### config.mk
export PLATFORM = sky130hd
export DESIGN_NAME = idu32_encoder
export DESIGN_NICKNAME = d
export VERILOG_FILES = /design/src/rtl/idu32_encoder.sv
export SDC_FILE = /design/constraint.sdc
export NUM_CORES = 1
export LEC_CHECK = 0
export CAP_MARGIN = 20
export CORE_MARGIN = 5
export CORE_UTILIZATION = 30
export CTS_CLUSTER_SIZE = 40
export DETAILED_ROUTE_END_ITERATION = 16
export GPL_TIMING_DRIVEN = 0
export PLACE_DENSITY_LB_ADDON = 0.05
export SYNTH_ARGS = -nofsm -noshare
export SYNTH_HDL_FRONTEND = slang
export SYNTH_SLANG_ARGS = --single-unit
### constraint.sdc
create_clock -name clk -period 4.15 [get_ports clk]
set_input_delay 1.245 -clock clk [delete_from_list [all_inputs] [get_ports clk]]
set_output_delay 1.245 -clock clk [all_outputs]
set_load 0.05 [all_outputs]
### src/rtl/idu32_encoder.sv
// idu32_encoder: streaming RV32I instruction encoder.
// Packs opcode, register, funct and immediate fields into 32-bit instruction
// words for building instruction-memory images. Each word is tagged with its
// target address. Immediates that cannot be represented in the selected format
// are replaced by ERR_NOP and flagged.
//
// Ports:
//   clk, rstn            clock (rising edge), asynchronous active-low reset
//   flush                drop in-flight words, reload address to BASE_ADDR
//   in_valid/in_ready    input field handshake
//   fmt                  0=R 1=I 2=S 3=B 4=U 5=J, 6/7 illegal
//   opcode, funct3, funct7, rd, rs1, rs2, imm   instruction fields
//   out_valid/out_ready  output word handshake
//   out_inst, out_addr   encoded word and its address
//   out_err              word was replaced by ERR_NOP
//   err_cnt              saturating count of error words transferred
`timescale 1ns/1ps
module idu32_encoder #(
  parameter logic [31:0] BASE_ADDR = 32'h8000_0000,
  parameter logic [31:0] ERR_NOP   = 32'h0000_0013
) (
  input  logic        clk,
  input  logic        rstn,
  input  logic        flush,
  input  logic        in_valid,
  output logic        in_ready,
  input  logic [2:0]  fmt,
  input  logic [6:0]  opcode,
  input  logic [2:0]  funct3,
  input  logic [6:0]  funct7,
  input  logic [4:0]  rd,
  input  logic [4:0]  rs1,
  input  logic [4:0]  rs2,
  input  logic signed [31:0] imm,
  output logic        out_valid,
  input  logic        out_ready,
  output logic [31:0] out_inst,
  output logic [31:0] out_addr,
  output logic        out_err,
  output logic [7:0]  err_cnt
);

  // True when the immediate cannot be represented in the chosen format.
  function automatic logic range_err(input logic [2:0] f, input logic signed [31:0] v);
    logic e;
    case (f)
      3'd0:        e = 1'b0;
      3'd1, 3'd2:  e = !((&v[31:11]) || !(|v[31:11]));
      3'd3:        e = !((&v[31:12]) || !(|v[31:12])) || v[0];
      3'd4:        e = |v[11:0];
      3'd5:        e = !((&v[31:20]) || !(|v[31:20])) || v[0];
      default:     e = 1'b1;
    endcase
    return e;
  endfunction

  function automatic logic [31:0] pack(
    input logic [2:0] f, input logic [6:0] op, input logic [2:0] f3,
    input logic [6:0] f7, input logic [4:0] d, input logic [4:0] s1,
    input logic [4:0] s2, input logic signed [31:0] v);
    logic [31:0] w;
    case (f)
      3'd0:    w = {f7, s2, s1, f3, d, op};
      3'd1:    w = {v[11:0], s1, f3, d, op};
      3'd2:    w = {v[11:5], s2, s1, f3, v[4:0], op};
      3'd3:    w = {v[12], v[10:5], s2, s1, f3, v[4:1], v[11], op};
      3'd4:    w = {v[31:12], d, op};
      3'd5:    w = {v[20], v[10:1], v[11], v[19:12], d, op};
      default: w = 32'd0;
    endcase
    return w;
  endfunction

  logic        vld_p1, vld_p2;
  logic [2:0]  fmt_p1, funct3_p1;
  logic [6:0]  opcode_p1, funct7_p1;
  logic [4:0]  rd_p1, rs1_p1, rs2_p1;
  logic signed [31:0] imm_p1;
  logic        err_p1;
  logic [31:0] inst_p2, addr_p2, addr_cnt;
  logic        err_p2;
  logic [7:0]  err_cnt_q;

  logic out_fire, load_p2, adv_p1, load_p1, in_fire;

  assign out_fire = vld_p2 && out_ready;
  assign load_p2  = !vld_p2 || out_fire;
  assign adv_p1   = vld_p1 && load_p2;
  assign load_p1  = !vld_p1 || adv_p1;
  // rstn is folded in so the encoder refuses input while held in reset.
  assign in_ready = rstn && !flush && load_p1;
  assign in_fire  = in_valid && in_ready;

  // ---- stage 1: register fields and range check ----
  always_ff @(posedge clk or negedge rstn) begin
    if (!rstn) begin
      vld_p1 <= 1'b0;
    end else if (flush) begin
      vld_p1 <= 1'b0;
    end else if (load_p1) begin
      vld_p1 <= in_fire;
    end
  end

  always_ff @(posedge clk) begin
    if (in_fire) begin
      fmt_p1    <= fmt;
      opcode_p1 <= opcode;
      funct3_p1 <= funct3;
      funct7_p1 <= funct7;
      rd_p1     <= rd;
      rs1_p1    <= rs1;
      rs2_p1    <= rs2;
      imm_p1    <= imm;
      err_p1    <= range_err(fmt, imm);
    end
  end

  // ---- stage 2: packed word, error flag, address ----
  always_ff @(posedge clk or negedge rstn) begin
    if (!rstn) begin
      vld_p2   <= 1'b0;
      inst_p2  <= 32'd0;
      addr_p2  <= BASE_ADDR;
      err_p2   <= 1'b0;
      addr_cnt <= BASE_ADDR;
    end else if (flush) begin
      vld_p2   <= 1'b0;
      addr_cnt <= BASE_ADDR;
    end else if (load_p2) begin
      vld_p2 <= vld_p1;
      if (vld_p1) begin
        inst_p2  <= err_p1 ? ERR_NOP
                           : pack(fmt_p1, opcode_p1, funct3_p1, funct7_p1,
                                  rd_p1, rs1_p1, rs2_p1, imm_p1);
        err_p2   <= err_p1;
        addr_p2  <= addr_cnt;
        addr_cnt <= addr_cnt + 32'd4;
      end
    end
  end

  // Counted on transfer, so a flushed error word is never counted.
  always_ff @(posedge clk or negedge rstn) begin
    if (!rstn) begin
      err_cnt_q <= 8'd0;
    end else if (!flush && out_fire && err_p2 && (err_cnt_q != 8'hFF)) begin
      err_cnt_q <= err_cnt_q + 8'd1;
    end
  end

  assign out_valid = vld_p2;
  assign out_inst  = inst_p2;
  assign out_addr  = addr_p2;
  assign out_err   = err_p2;
  assign err_cnt   = err_cnt_q;

endmodule
**Word-level counts from Yosys, hierarchy flattened**

Cells that the tools add are included.

- Bits in registers: 175

- $add $sub $neg: 2
- Equal/unequal tests: 11
- Muxes and demuxes: 10
- Bitwise operators: 1
- Reductions and logical operators: 39

Operators with widths:

| operator | count |
|---|---|
| 32-bit one-hot mux with 6 select lines | 1 |
| 32-bit two-way mux | 4 |
| 32-bit by 3-bit adder with 32-bit output, second input constant | 1 |
| 12-bit OR reduction | 2 |
| 21-bit AND reduction | 1 |
| 21-bit OR reduction | 1 |
| 20-bit AND reduction | 1 |
| 20-bit OR reduction | 1 |
| 3-bit by 2-bit == test with 1-bit output, second input constant | 4 |
| 3-bit == test, second input constant | 4 |
| 12-bit AND reduction | 1 |
| 1-bit zero test | 9 |
| 8-bit by 1-bit adder with 8-bit output, second input constant | 1 |
| 1-bit logical AND | 8 |
| 8-bit != test, second input constant | 1 |
| 1-bit logical OR | 7 |
| 3-bit by 1-bit == test with 1-bit output, second input constant | 2 |
| 3-bit zero test | 2 |
| 2-bit nonzero test | 3 |
| 1-bit one-hot mux with 5 select lines | 1 |
| 1-bit two-way mux | 4 |
| 3-bit AND reduction | 1 |
| 2-bit AND reduction | 1 |
| 2-bit OR reduction | 1 |
| 1-bit inverter | 1 |

**Depth between registers and ports, before layout**

- Depth after elaboration: 8
- Mapped depth: 7

**Least setup slack after synthesis**

Ideal clock, no wire load.

- Kind: input to register
- Start: input port out_ready
- End: register err_p1, enable pin
- Arrival time: 4.290 ns
- Slack: -0.562 ns
- Stages: 6
- Path buffers: 1
- Cell sequence: nand2b_1 -> buf_4 -> nor2_1 -> nor3b_1 -> nand2_1 -> inv_1

- Cells in the longest elaborated chain, start to end: 6

Ends and longest elaborated chain:

| element | line | source |
|---|---|---|
| start, declared | 36 | `input logic out_ready,` |
| 1-bit logical AND | 86 | `assign out_fire = vld_p2 && out_ready;` |
| 1-bit logical OR | 87 | `assign load_p2 = !vld_p2 \|\| out_fire;` |
| 1-bit logical AND | 88 | `assign adv_p1 = vld_p1 && load_p2;` |
| 1-bit logical OR | 89 | `assign load_p1 = !vld_p1 \|\| adv_p1;` |
| 1-bit logical AND | 91 | `assign in_ready = rstn && !flush && load_p1;` |
| via in_ready | 26 | `output logic in_ready,` |
| 1-bit logical AND | 92 | `assign in_fire = in_valid && in_ready;` |
| via in_fire | 84 | `logic out_fire, load_p2, adv_p1, load_p1, in_fire;` |
| end signal, assigned | 115 | `err_p1 <= range_err(fmt, imm);` |
| end, declared | 79 | `logic err_p1;` |

The timed path passes the listed nets, and every way through them passes these cells.
A chain may end at the register's enable or synchronous reset.

**Worst setup path in the final report**

- Start: input port flush
- End: output port in_ready

- Cells in the longest elaborated chain, start to end: 3

Ends and longest elaborated chain:

| element | line | source |
|---|---|---|
| start, declared | 24 | `input logic flush,` |
| 1-bit zero test | 91 |  |
| 1-bit logical AND (2 in a row) | 91 |  |
| end, declared | 26 |  |

No other way between the ends.

==> impl_metrics.csv <==
group,metric,value,unit
global_routing,grt_pass1_wl,29800,um
yosys,synth_top_area_frac,0.356,
cells_and_area,area_delta_synth_final,35.3,%
placed_design,numPortBuffers,144,
pwr,leakagePower,3.70,nW
floorplanning,die_x,164,um
clock_tree,cts.htree.levels,4,
route,drc,0,
clock_tree,cts-root-buf,"clkbuf_16",
yosys,syn_avg_cell_area,12.6,sq um
route,firstDrtPassIters,6,
global_routing,antenna_found_initial,0,
timing,finalSetupViolCount,0,
global_routing,overflow,0,
global_routing,grt_max_degree,60,
min_path,hp-class,"reg2reg",
clock_tree,cts_resized,4,
pwr,sw_frac_of_total,0.267,
pwr,p_total,0.00400,W
yosys,synth_common_cells,"101 x dfrtp_1, 68 x edfxtp_1, 47 x nand2_1",
timing,min_period,4040,ps
global_routing,grt_most_used_layer,"met2",
global_routing,grt_util_all_layers,0.144,
floorplanning,rows,56,
global_routing,met2_usage,0.238,
timing,max_freq,248,MHz
route,viasPerCell,4.84,
cells_and_area,nets,801,
critical_path,crit_path_end_kind,"output port",
yosys,yosysSeqAreaShare,0.652,
clock_tree,path_clk_slew,70,ps
global_routing,use_met1,0.190,
run_status,outcome,"finished clean",
route,drt-total-wl,18700,um
yosys,synthDistinctLibCells,54,
clock_tree,numCtsBuffers,17,
global_routing,grt_pass1_vias,5228,
cells_and_area,antenna_cells,0,
yosys,synth_area_leader_cell,"dfrtp_1",
floorplanning,fp.dieH,164,um
route,vias,5126,
clock_tree,clock_latency,420,ps
clock_tree,ctsHoldBuffers,0,
cells_and_area,final_cell_area,9590,sq um
pwr,p_int,0.00293,W
yosys,async_flop_share,0.602,
yosys,synth_cells,561,
yosys,synth.area.top_cells,"dfrtp_1 36%, edfxtp_1 29%, mux2_2 5.9%",
timing,maxSlewHeadroom,0.389,
route,drt_iter0_markers,276,
yosys,yosysWarningCount,0,
pwr,combPwrFrac,0.125,
clock_tree,postCtsSetupRepairBufs,0,
timing,tightest_slew,914,ps
yosys,ys_ff_latch,171,
timing,finalCritPeriodShare,0.973,
critical_path,cp_max_fo,10,
critical_path,path_class,"in2out",
timing,slew_violations,0,
floorplanning,start_util,0.303,
floorplanning,die_area,26800,sq um
yosys,synth_most_common_cell,"dfrtp_1",
critical_path,cp.required,2900,ps
clock_tree,cts_tree,"yes",
critical_path,critPathTopFamily,"buffers and inverters",
yosys,syn_area,7090,sq um
route,detail-route-antenna-nets,0,
placed_design,hpwl,14000,um
placed_design,placed_area,8990,sq um
floorplanning,core,23400,sq um
global_routing,grt_use_met3,0.0361,
pwr,p_seq_frac,0.468,
job,maxCapViolCount,0,
floorplanning,boundaryPins,147,
yosys,synth_edf_count,68,
cells_and_area,drive_gt1_frac,0.123,
timing,rsz0062_at_grt,"no",
critical_path,slowest_delay,570,ps
route,wl_per_cell,17.6,um
timing,timing_hold_violations_final,0,
placed_design,routabilityCongestion,0.799,
clock_tree,cts.sinks,171,
critical_path,arrival,2790,ps
pwr,switchingPower,0.00107,W
critical_path,critical_path_buf_inv_count,3,
pwr,clkPwrFrac,0.407,
critical_path,critPathLaunchType,"input pin",
critical_path,cpMaxStageDelayCell,"clkdlybuf4s50_1",
timing,finalClockSkew,9.77,ps
yosys,ys.flop_type,"dfrtp_1",
clock_tree,cts_buffer_depth,2,
pwr,power_density,417,nW/um^2
critical_path,path_cells,"clkdlybuf4s50_1 -> clkbuf_2 -> nor3b_2 -> clkdlybuf4s15_2",
pwr,vdd_ir_drop_max,216,uV
-- per-layer routing --
| metal | routed length [um] | up-vias | part of all wire |
|---|---|---|---|
| met5 | 0 | - | 0 |
| met4 | 171 | 0 | 0.0092 |
| met3 | 786 | 11 | 0.042 |
| met2 | 9380 | 134 | 0.50 |
| met1 | 8330 | 2557 | 0.45 |
| li1 | - | 2424 | - |
-- layout make-up --
class | instances | area (sq um)
inverter | 8 | 33.8
buffer | 29 | 131
timing repair buffer | 146 | 1490
fill | 2276 | 13800
clock buffer | 17 | 425
tap | 319 | 399
clock inverter | 15 | 175
multi-input combinational | 354 | 2320
sequential | 171 | 4620
-- cells in the final DEF (no fill, tap or decap), drive strengths merged, types with 2 or more instances in the layout --
cell	synthesis	routed
edfxtp	68	68
o31ai	7	7
or4	7	7
a22o	10	10
nand2	47	47
xor2	6	6
nand2b	3	3
or3	8	8
nor4	16	16
clkdlybuf4s50	0	142
nor2	28	28
a31oi	2	2
dfstp	2	2
a22oi	22	22
inv	7	15
mux2i	2	2
nand3	18	18
ha	2	2
a21oi	32	32
xnor2	13	13
o21ai	31	31
and3	7	7
mux2	37	37
nor3	4	4
clkinv	1	5
buf	8	11
nand4	11	11
bufinv	0	2
nor3b	3	3
nor2b	15	15
dfrtp	101	101
conb	1	2
clkbuf	21	38
o22ai	6	6
and4	2	2
-- stage by stage --
stage	hold slack, ps	util	instances	setup WS, ps	setup TNS, ps
6_report	469	0.410	1059	111	0
4_1_cts	472	0.410	1059	66.7	0
3_3_place_gp	449	0.382	1025	-3910	-480070
5_1_grt	480	0.410	1059	6.81	0
2_1_floorplan	443	-	562	560	0
3_5_place_dp	452	0.384	1027	-460	-4500
-- sequential cells by signal (all words and copies together) (netlist names), 5 cells and up --
signal and count:
funct7_p1 7, err_cnt 8, opcode_p1 7, rd_p1 5, imm_p1 32, addr_cnt 30, rs1_p1 5, out_inst 32
rs2_p1 5, out_addr 30
-- cells by family after synthesis --
kind of cell / Yosys count / synth area share
buf+inv: 37 / 0.0226
compound gates: 119 / 0.106
other cells: 1 / 0.000529
mux: 39 / 0.0616
fa+ha+maj: 2 / 0.00353
simple gates: 173 / 0.130
xor+xnor: 19 / 0.0235
flops: 171 / 0.652
-- power by group through the flow --
stage | logic [W] | registers [W] | clock network (W)
3_5_place_dp | 0.000508 | 0.00191 | 0
4_1_cts | 0.000508 | 0.00187 | 0.00168
2_1_floorplan | 0.0000988 | 0.00206 | 0
5_1_grt | 0.000531 | 0.00188 | 0.00175
3_3_place_gp | 0.000499 | 0.00191 | 0
6_report | 0.000499 | 0.00187 | 0.00163
-- final timing paths --
| kind | endpoint | depth (start not counted) | slack (ps) | start |
|---|---|---|---|---|
| worst max-delay path | in_ready | 4 | 110 | flush |
| worst min-delay path | out_inst[2] | 1 | 470 | opcode_p1[2] |
| worst max register to register | imm_p1[25] | 7 | 1750 | out_valid |
| worst min register to register | out_inst[2] | 1 | 470 | opcode_p1[2] |
| max in group asynchronous | addr_cnt[31] | 2 | 2560 | rstn |
| min in group asynchronous | out_addr[11] | 1 | 840 | rstn |
Power figures use the tool's default switching activity.
